## config.mk

```make
export PLATFORM = sky130hd
export DESIGN_NAME = camara_flat
export DESIGN_NICKNAME = d
export VERILOG_FILES = /design/src/rtl/camara_if.sv /design/src/rtl/camara.sv /design/src/flat_wrapper.sv
export SDC_FILE = /design/constraint.sdc
export NUM_CORES = 1
export LEC_CHECK = 0
export BUFFER_PORTS_ARGS = -buffer_cell sky130_fd_sc_hd__clkbuf_2
export CORE_AREA = 8 8 45 47
export DETAILED_ROUTE_END_ITERATION = 16
export DIE_AREA = 0 0 53 55
export HOLD_SLACK_MARGIN = 0.15
export SYNTH_ARGS = -nofsm -noshare
export SYNTH_HDL_FRONTEND = slang
export SYNTH_SLANG_ARGS = --single-unit
```

## constraint.sdc

```tcl
create_clock -name clk -period 3.9 [get_ports clk]
set_clock_uncertainty 0.15 [all_clocks]
set_input_delay 0.78 -clock clk [delete_from_list [all_inputs] [get_ports clk]]
set_output_delay 0.78 -clock clk [all_outputs]
set_load 0.01 [all_outputs]
```

## src/rtl/camara_if.sv

```systemverilog
// camara_if: pin bundle between the camara controller and an OV7670-class camera.
//   Vsync, Href, Pclk, Imagen : driven by the camera (asynchronous to the system clock)
//   Xclk, Reset, PWDN         : driven by the controller
// modport master : the controller side (camara)
// modport slave  : the camera side (camera model / testbench)
`timescale 1ns/1ps
interface camara_if;
  logic       Vsync;
  logic       Href;
  logic       Pclk;
  logic [7:0] Imagen;
  logic       Xclk;
  logic       Reset;
  logic       PWDN;

  modport master (
    input  Vsync, Href, Pclk, Imagen,
    output Xclk, Reset, PWDN
  );

  modport slave (
    output Vsync, Href, Pclk, Imagen,
    input  Xclk, Reset, PWDN
  );
endinterface

```

## src/rtl/camara.sv

```systemverilog
// camara: control and capture front end for an OV7670-class parallel camera.
// Generates the camera master clock, sequences power-down and reset pins,
// and once running captures 16-bit pixels from the 8-bit pixel bus.
// Ports:
//   clk : system clock, all logic on its rising edge
//   rst : synchronous active-low reset
//   cam : camara_if.master (Vsync/Href/Pclk/Imagen in, Xclk/Reset/PWDN out)
// Internal observables (read hierarchically): state, frame_cnt, line_cnt,
// pixel_cnt, pixel_data, pixel_valid. These registers carry those exact
// names; their next values are the matching *_d signals.
`timescale 1ns/1ps
module camara #(
  parameter int XCLK_DIV      = 4,
  parameter int PWDN_CYCLES   = 16,
  parameter int CAMRST_CYCLES = 16
) (
  input  logic     clk,
  input  logic     rst,
  camara_if.master cam
);

  localparam int XHALF   = XCLK_DIV / 2;
  localparam int XCW     = (XHALF > 1) ? $clog2(XHALF) : 1;
  localparam int SEQ_MAX = (PWDN_CYCLES > CAMRST_CYCLES) ? PWDN_CYCLES : CAMRST_CYCLES;
  localparam int SCW     = $clog2(SEQ_MAX + 1);

  localparam logic [XCW-1:0] XCNT_LAST   = XCW'(XHALF - 1);
  localparam logic [SCW-1:0] PWDN_LAST   = SCW'(PWDN_CYCLES - 1);
  localparam logic [SCW-1:0] CAMRST_LAST = SCW'(CAMRST_CYCLES - 1);

  typedef enum logic [1:0] {
    S_PWDN   = 2'd0,
    S_CAMRST = 2'd1,
    S_RUN    = 2'd2
  } state_e;

  // Clock generation and sequencing
  logic [XCW-1:0] xclk_cnt_q, xclk_cnt_d;
  logic           xclk_q, xclk_d;
  state_e         state, state_d;
  logic [SCW-1:0] seq_cnt_q, seq_cnt_d;
  logic           pwdn_q, pwdn_d;
  logic           cam_rst_q, cam_rst_d;

  // Synchronizers: bit 0/1 form the 2-flop synchronizer, bit 2 is the
  // previous synchronized value used for edge detection.
  logic [2:0]      vsync_sync_q, vsync_sync_d;
  logic [2:0]      href_sync_q, href_sync_d;
  logic [2:0]      pclk_sync_q, pclk_sync_d;
  logic [1:0][7:0] imagen_pipe_q, imagen_pipe_d;

  // Capture registers
  logic [7:0]  frame_cnt, frame_cnt_d;
  logic [8:0]  line_cnt, line_cnt_d;
  logic [9:0]  pixel_cnt, pixel_cnt_d;
  logic [15:0] pixel_data, pixel_data_d;
  logic        pixel_valid, pixel_valid_d;
  logic [7:0]  hi_byte_q, hi_byte_d;
  logic        byte_sel_q, byte_sel_d;

  logic vsync_rise_s;
  logic href_fall_s;
  logic pclk_rise_s;
  logic href_s;
  logic [7:0] imagen_s;

  assign href_s       = href_sync_q[1];
  assign imagen_s     = imagen_pipe_q[1];
  assign vsync_rise_s = vsync_sync_q[1] & ~vsync_sync_q[2];
  assign pclk_rise_s  = pclk_sync_q[1] & ~pclk_sync_q[2];
  assign href_fall_s  = ~href_sync_q[1] & href_sync_q[2];

  assign cam.Xclk  = xclk_q;
  assign cam.Reset = cam_rst_q;
  assign cam.PWDN  = pwdn_q;

  // Xclk divider: toggle every XCLK_DIV/2 cycles for a 50% duty clock.
  always_comb begin
    xclk_cnt_d = xclk_cnt_q + XCW'(1);
    xclk_d     = xclk_q;
    if (xclk_cnt_q == XCNT_LAST) begin
      xclk_cnt_d = '0;
      xclk_d     = ~xclk_q;
    end else begin
      xclk_d     = xclk_q;
    end
  end

  // Power-up sequencer; pin values follow the state being entered so they
  // change on the same edge as the state.
  always_comb begin
    state_d   = state;
    seq_cnt_d = seq_cnt_q + SCW'(1);
    case (state)
      S_PWDN: begin
        if (seq_cnt_q == PWDN_LAST) begin
          state_d   = S_CAMRST;
          seq_cnt_d = '0;
        end else begin
          state_d   = S_PWDN;
        end
      end
      S_CAMRST: begin
        if (seq_cnt_q == CAMRST_LAST) begin
          state_d   = S_RUN;
          seq_cnt_d = '0;
        end else begin
          state_d   = S_CAMRST;
        end
      end
      S_RUN: begin
        state_d   = S_RUN;
        seq_cnt_d = seq_cnt_q;
      end
      default: begin
        state_d   = S_PWDN;
        seq_cnt_d = '0;
      end
    endcase
    pwdn_d    = (state_d == S_PWDN);
    cam_rst_d = (state_d == S_RUN);
  end

  // Input synchronizers; Imagen is delayed by the same two stages as Pclk.
  always_comb begin
    vsync_sync_d  = {vsync_sync_q[1:0], cam.Vsync};
    href_sync_d   = {href_sync_q[1:0], cam.Href};
    pclk_sync_d   = {pclk_sync_q[1:0], cam.Pclk};
    imagen_pipe_d = {imagen_pipe_q[0], cam.Imagen};
  end

  // Capture: frame start beats line end; line end beats pixel bytes.
  always_comb begin
    frame_cnt_d   = frame_cnt;
    line_cnt_d    = line_cnt;
    pixel_cnt_d   = pixel_cnt;
    pixel_data_d  = pixel_data;
    pixel_valid_d = 1'b0;
    hi_byte_d     = hi_byte_q;
    byte_sel_d    = byte_sel_q;
    if (state != S_RUN) begin
      frame_cnt_d  = 8'd0;
      line_cnt_d   = 9'd0;
      pixel_cnt_d  = 10'd0;
      pixel_data_d = 16'd0;
      hi_byte_d    = 8'd0;
      byte_sel_d   = 1'b0;
    end else if (vsync_rise_s) begin
      frame_cnt_d = frame_cnt + 8'd1;
      line_cnt_d  = 9'd0;
      pixel_cnt_d = 10'd0;
      byte_sel_d  = 1'b0;
    end else if (href_fall_s) begin
      // Lines with no complete pixel do not count; an odd byte is dropped.
      if (pixel_cnt != 10'd0) begin
        line_cnt_d = line_cnt + 9'd1;
      end else begin
        line_cnt_d = line_cnt;
      end
      pixel_cnt_d = 10'd0;
      byte_sel_d  = 1'b0;
    end else if (pclk_rise_s && href_s) begin
      if (!byte_sel_q) begin
        hi_byte_d  = imagen_s;
        byte_sel_d = 1'b1;
      end else begin
        pixel_data_d  = {hi_byte_q, imagen_s};
        pixel_valid_d = 1'b1;
        pixel_cnt_d   = pixel_cnt + 10'd1;
        byte_sel_d    = 1'b0;
      end
    end else begin
      byte_sel_d = byte_sel_q;
    end
  end

  // State register for all logic, synchronous active-low reset.
  always_ff @(posedge clk) begin
    if (!rst) begin
      xclk_cnt_q    <= '0;
      xclk_q        <= 1'b0;
      state         <= S_PWDN;
      seq_cnt_q     <= '0;
      pwdn_q        <= 1'b1;
      cam_rst_q     <= 1'b0;
      vsync_sync_q  <= 3'd0;
      href_sync_q   <= 3'd0;
      pclk_sync_q   <= 3'd0;
      imagen_pipe_q <= '0;
      frame_cnt     <= 8'd0;
      line_cnt      <= 9'd0;
      pixel_cnt     <= 10'd0;
      pixel_data    <= 16'd0;
      pixel_valid   <= 1'b0;
      hi_byte_q     <= 8'd0;
      byte_sel_q    <= 1'b0;
    end else begin
      xclk_cnt_q    <= xclk_cnt_d;
      xclk_q        <= xclk_d;
      state         <= state_d;
      seq_cnt_q     <= seq_cnt_d;
      pwdn_q        <= pwdn_d;
      cam_rst_q     <= cam_rst_d;
      vsync_sync_q  <= vsync_sync_d;
      href_sync_q   <= href_sync_d;
      pclk_sync_q   <= pclk_sync_d;
      imagen_pipe_q <= imagen_pipe_d;
      frame_cnt     <= frame_cnt_d;
      line_cnt      <= line_cnt_d;
      pixel_cnt     <= pixel_cnt_d;
      pixel_data    <= pixel_data_d;
      pixel_valid   <= pixel_valid_d;
      hi_byte_q     <= hi_byte_d;
      byte_sel_q    <= byte_sel_d;
    end
  end

endmodule

```

## src/flat_wrapper.sv

```systemverilog
// flat-port wrapper written by rule: the top's interface ports become plain ports
module camara_flat 
#(
  parameter int XCLK_DIV      = 4,
  parameter int PWDN_CYCLES   = 16,
  parameter int CAMRST_CYCLES = 16
)
  (clk, rst, cam_Vsync, cam_Href, cam_Pclk, cam_Imagen, cam_Xclk, cam_Reset, cam_PWDN);
  camara_if cam_i ();
  input  logic clk;
  input  logic rst;
  input wire logic [$bits(cam_i.Vsync)-1:0] cam_Vsync;
  input wire logic [$bits(cam_i.Href)-1:0] cam_Href;
  input wire logic [$bits(cam_i.Pclk)-1:0] cam_Pclk;
  input wire logic [$bits(cam_i.Imagen)-1:0] cam_Imagen;
  output wire logic [$bits(cam_i.Xclk)-1:0] cam_Xclk;
  output wire logic [$bits(cam_i.Reset)-1:0] cam_Reset;
  output wire logic [$bits(cam_i.PWDN)-1:0] cam_PWDN;
  assign cam_i.Vsync = cam_Vsync;
  assign cam_i.Href = cam_Href;
  assign cam_i.Pclk = cam_Pclk;
  assign cam_i.Imagen = cam_Imagen;
  assign cam_Xclk = cam_i.Xclk;
  assign cam_Reset = cam_i.Reset;
  assign cam_PWDN = cam_i.PWDN;
  camara #(.XCLK_DIV(XCLK_DIV), .PWDN_CYCLES(PWDN_CYCLES), .CAMRST_CYCLES(CAMRST_CYCLES)) u_core (.clk(clk), .rst(rst), .cam(cam_i));
endmodule
```

==> results.ini <==
[global_routing]
grt_overflow = 0
grt_util_all_layers_pct = 6.47
grt_pass1_vias = 301
grt_pass1_wl_um = 1360
antenna_found_initial = 0
grt_max_degree = 12

[clocking]
clk_pin_slew_ns = 0.07
cts_buffer_depth = 2
root_buffer = clkbuf_4
cts_tree = built
worstSkewPairLatency_ns = 0.26
post-cts-setup-buffer-count = 0
cts_buffers = 3
htree_levels = 1
clkSinkCount = 11
ctsResizeCount = 0
hold_buffers = 0

[pwr]
totalPowerFinal_mw = 0.211
powerDensity_nw_per_um2 = 415
leakagePower_nw = 0.219
ir_drop_v = 0.000167

[route]
totalWireLength_um = 799
drtAntennaViolNets = 0
drt-wirelength-per-cell_um = 11.9
dr.pass1.iters = 4
drc_errors = 0
initialDrtViolationCount = 12
num_vias = 338
via_per_inst = 5.04

[synthesis]
yosysTopAreaCell = dfxtp_1
ys_types = 26
ys_warn_count = 0
syn_inst = 44
syn_nets = 58
synth-seq-area-share_pct = 49.3
synth_top_area_share_pct = 49.3
ys_ff_latch = 11
synthArstFlopShare_pct = 0
avgSynthCellArea_sq_um = 10.2
ys.flop_type = dfxtp_1
synth_area_leaders = dfxtp_1 (49%), nand3b_1 (3.4%), nand4b_2 (3.4%), nor2_1 (3.4%), o21a_1 (3.4%)
synthTopCellsByCount = dfxtp_1 (11), nor2_1 (4)
synth_edf_count = 0
netlist_area_sq_um = 447
yosysMostFrequentCell = dfxtp_1

[layout]
stdcell_count = 67
finalNetCount = 66
drive_above_1_share_pct = 21.6
antenna_cells = 0
utilization_pct = 36.7
areaGrowthSynthToFinish_pct = 13.7

[sta]
post-route-period-util_pct = 43.3
final-setup-viol-count = 0
worst_slew_pin_slew_ns = 0.348
relSlewSlack_pct = 76.8
tns_ns = 0
rsz0062_at_grt = no
fmax_ghz = 0.592
hold_viol_final = 0
drv_slew = 0
timing.final.crit_period_ns = 1.69

[worst_setup_path]
max_stage_delay_ns = 0.35
cp.buffers_inverters = 1
path_cells = clkbuf_2
crit_family = flip-flops
cp.arrival_ns = 0.76
crit_fanout = 2
path_class = reg -> out
critical_path_required_ns = 2.97
end_kind = output port
setup.worst_path.start_class = register
slowest_stage = dfxtp_1

[placed_design]
place_inst = 63
gp_congestion = 0.709
hpwl_um = 570
portBuffers = 4

[floorplanning]
fp.dieH_um = 55
io_pins = 16
fp.dieW_um = 53
start_util_pct = 32.3
rows = 14
die-area_sq_um = 2920
core_area_sq_um = 1380

[min_path]
min_path_type = reg -> reg

[flow_run]
cap_violations = 0

[status]
status = finished, final reports clean

power by group:
part	internal [mW]	total, mW	switching, mW
sequential	0.117	0.121	0.00437
clock	0.0395	0.0768	0.0373
combinational	0.00591	0.0127	0.00684
total	0.162	0.211	0.0485
registers in the layout (all words and copies together), names as in the netlist:
register	count
u_core.xclk_cnt_q	1
u_core.cam.Reset	1
u_core.cam.PWDN	1
u_core.cam.Xclk	1
u_core.seq_cnt_q	5
u_core.state	2
area by class of cell:
type                    instances  area [sq um]
well taps                      16          20.0
inverters                       1          3.75
fillers                       148           876
clock buffers                   4          26.3
repair buffers                  4          20.0
multi-input cells              31           218
flip-flops and latches         11           220
path summary, 6_finish.rpt:
kind | endpoint | slack [ns] | depth (start not counted) | start
worst max-delay path | cam_Xclk | 2.21 | 1 | u_core.cam.Xclk
worst min register to register | u_core.xclk_cnt_q | 0.28 | 1 | u_core.xclk_cnt_q
worst max register to register | u_core.cam.Reset | 2.51 | 4 | u_core.seq_cnt_q[0]
worst min-delay path | u_core.xclk_cnt_q | 0.28 | 1 | u_core.xclk_cnt_q
stage by stage:
stage	instance area, sq um	hold WS (ns)	setup WS [ns]
final	508	0.284	2.21
after global routing	508	0.312	2.16
after CTS	508	0.288	2.20
after detailed placement	482	0.278	2.32
after global placement	482	0.270	2.33
after floorplan	447	0.258	2.57
logic make-up (layout without fill, tap and decap cells):
| group | count (synthesis) | in the layout | synth area share [%] |
|---|---|---|---|
| AO/OA/AOI/OAI | 10 | 10 | 14.0 |
| AND/OR/NAND/NOR | 18 | 18 | 28.0 |
| buffers and inverters | 2 | 9 | 1.96 |
| adder cells (fa/ha/maj) | 1 | 1 | 2.80 |
| XOR/XNOR | 2 | 2 | 3.92 |
| flip-flops | 11 | 11 | 49.3 |
cell usage in the layout, fill, tap and decap left out, types with 2 or more instances in the layout:
cell	instances
dfxtp_1	11
clkbuf_4	3
nand2_1	2
clkbuf_2	4
a21oi_1	2
o21a_1	2
nand3b_1	2
a31oi_1	2
nor2_1	4
metal layers:
layer,vias up,GRT usage [%],wire length (um)
met5,-,0,0
met4,0,7.76,10
met3,2,1.60,30
met2,4,9.38,366
met1,159,7.06,392
li1,173,-,-
Note: power is estimated with default switching activity, not from simulation.
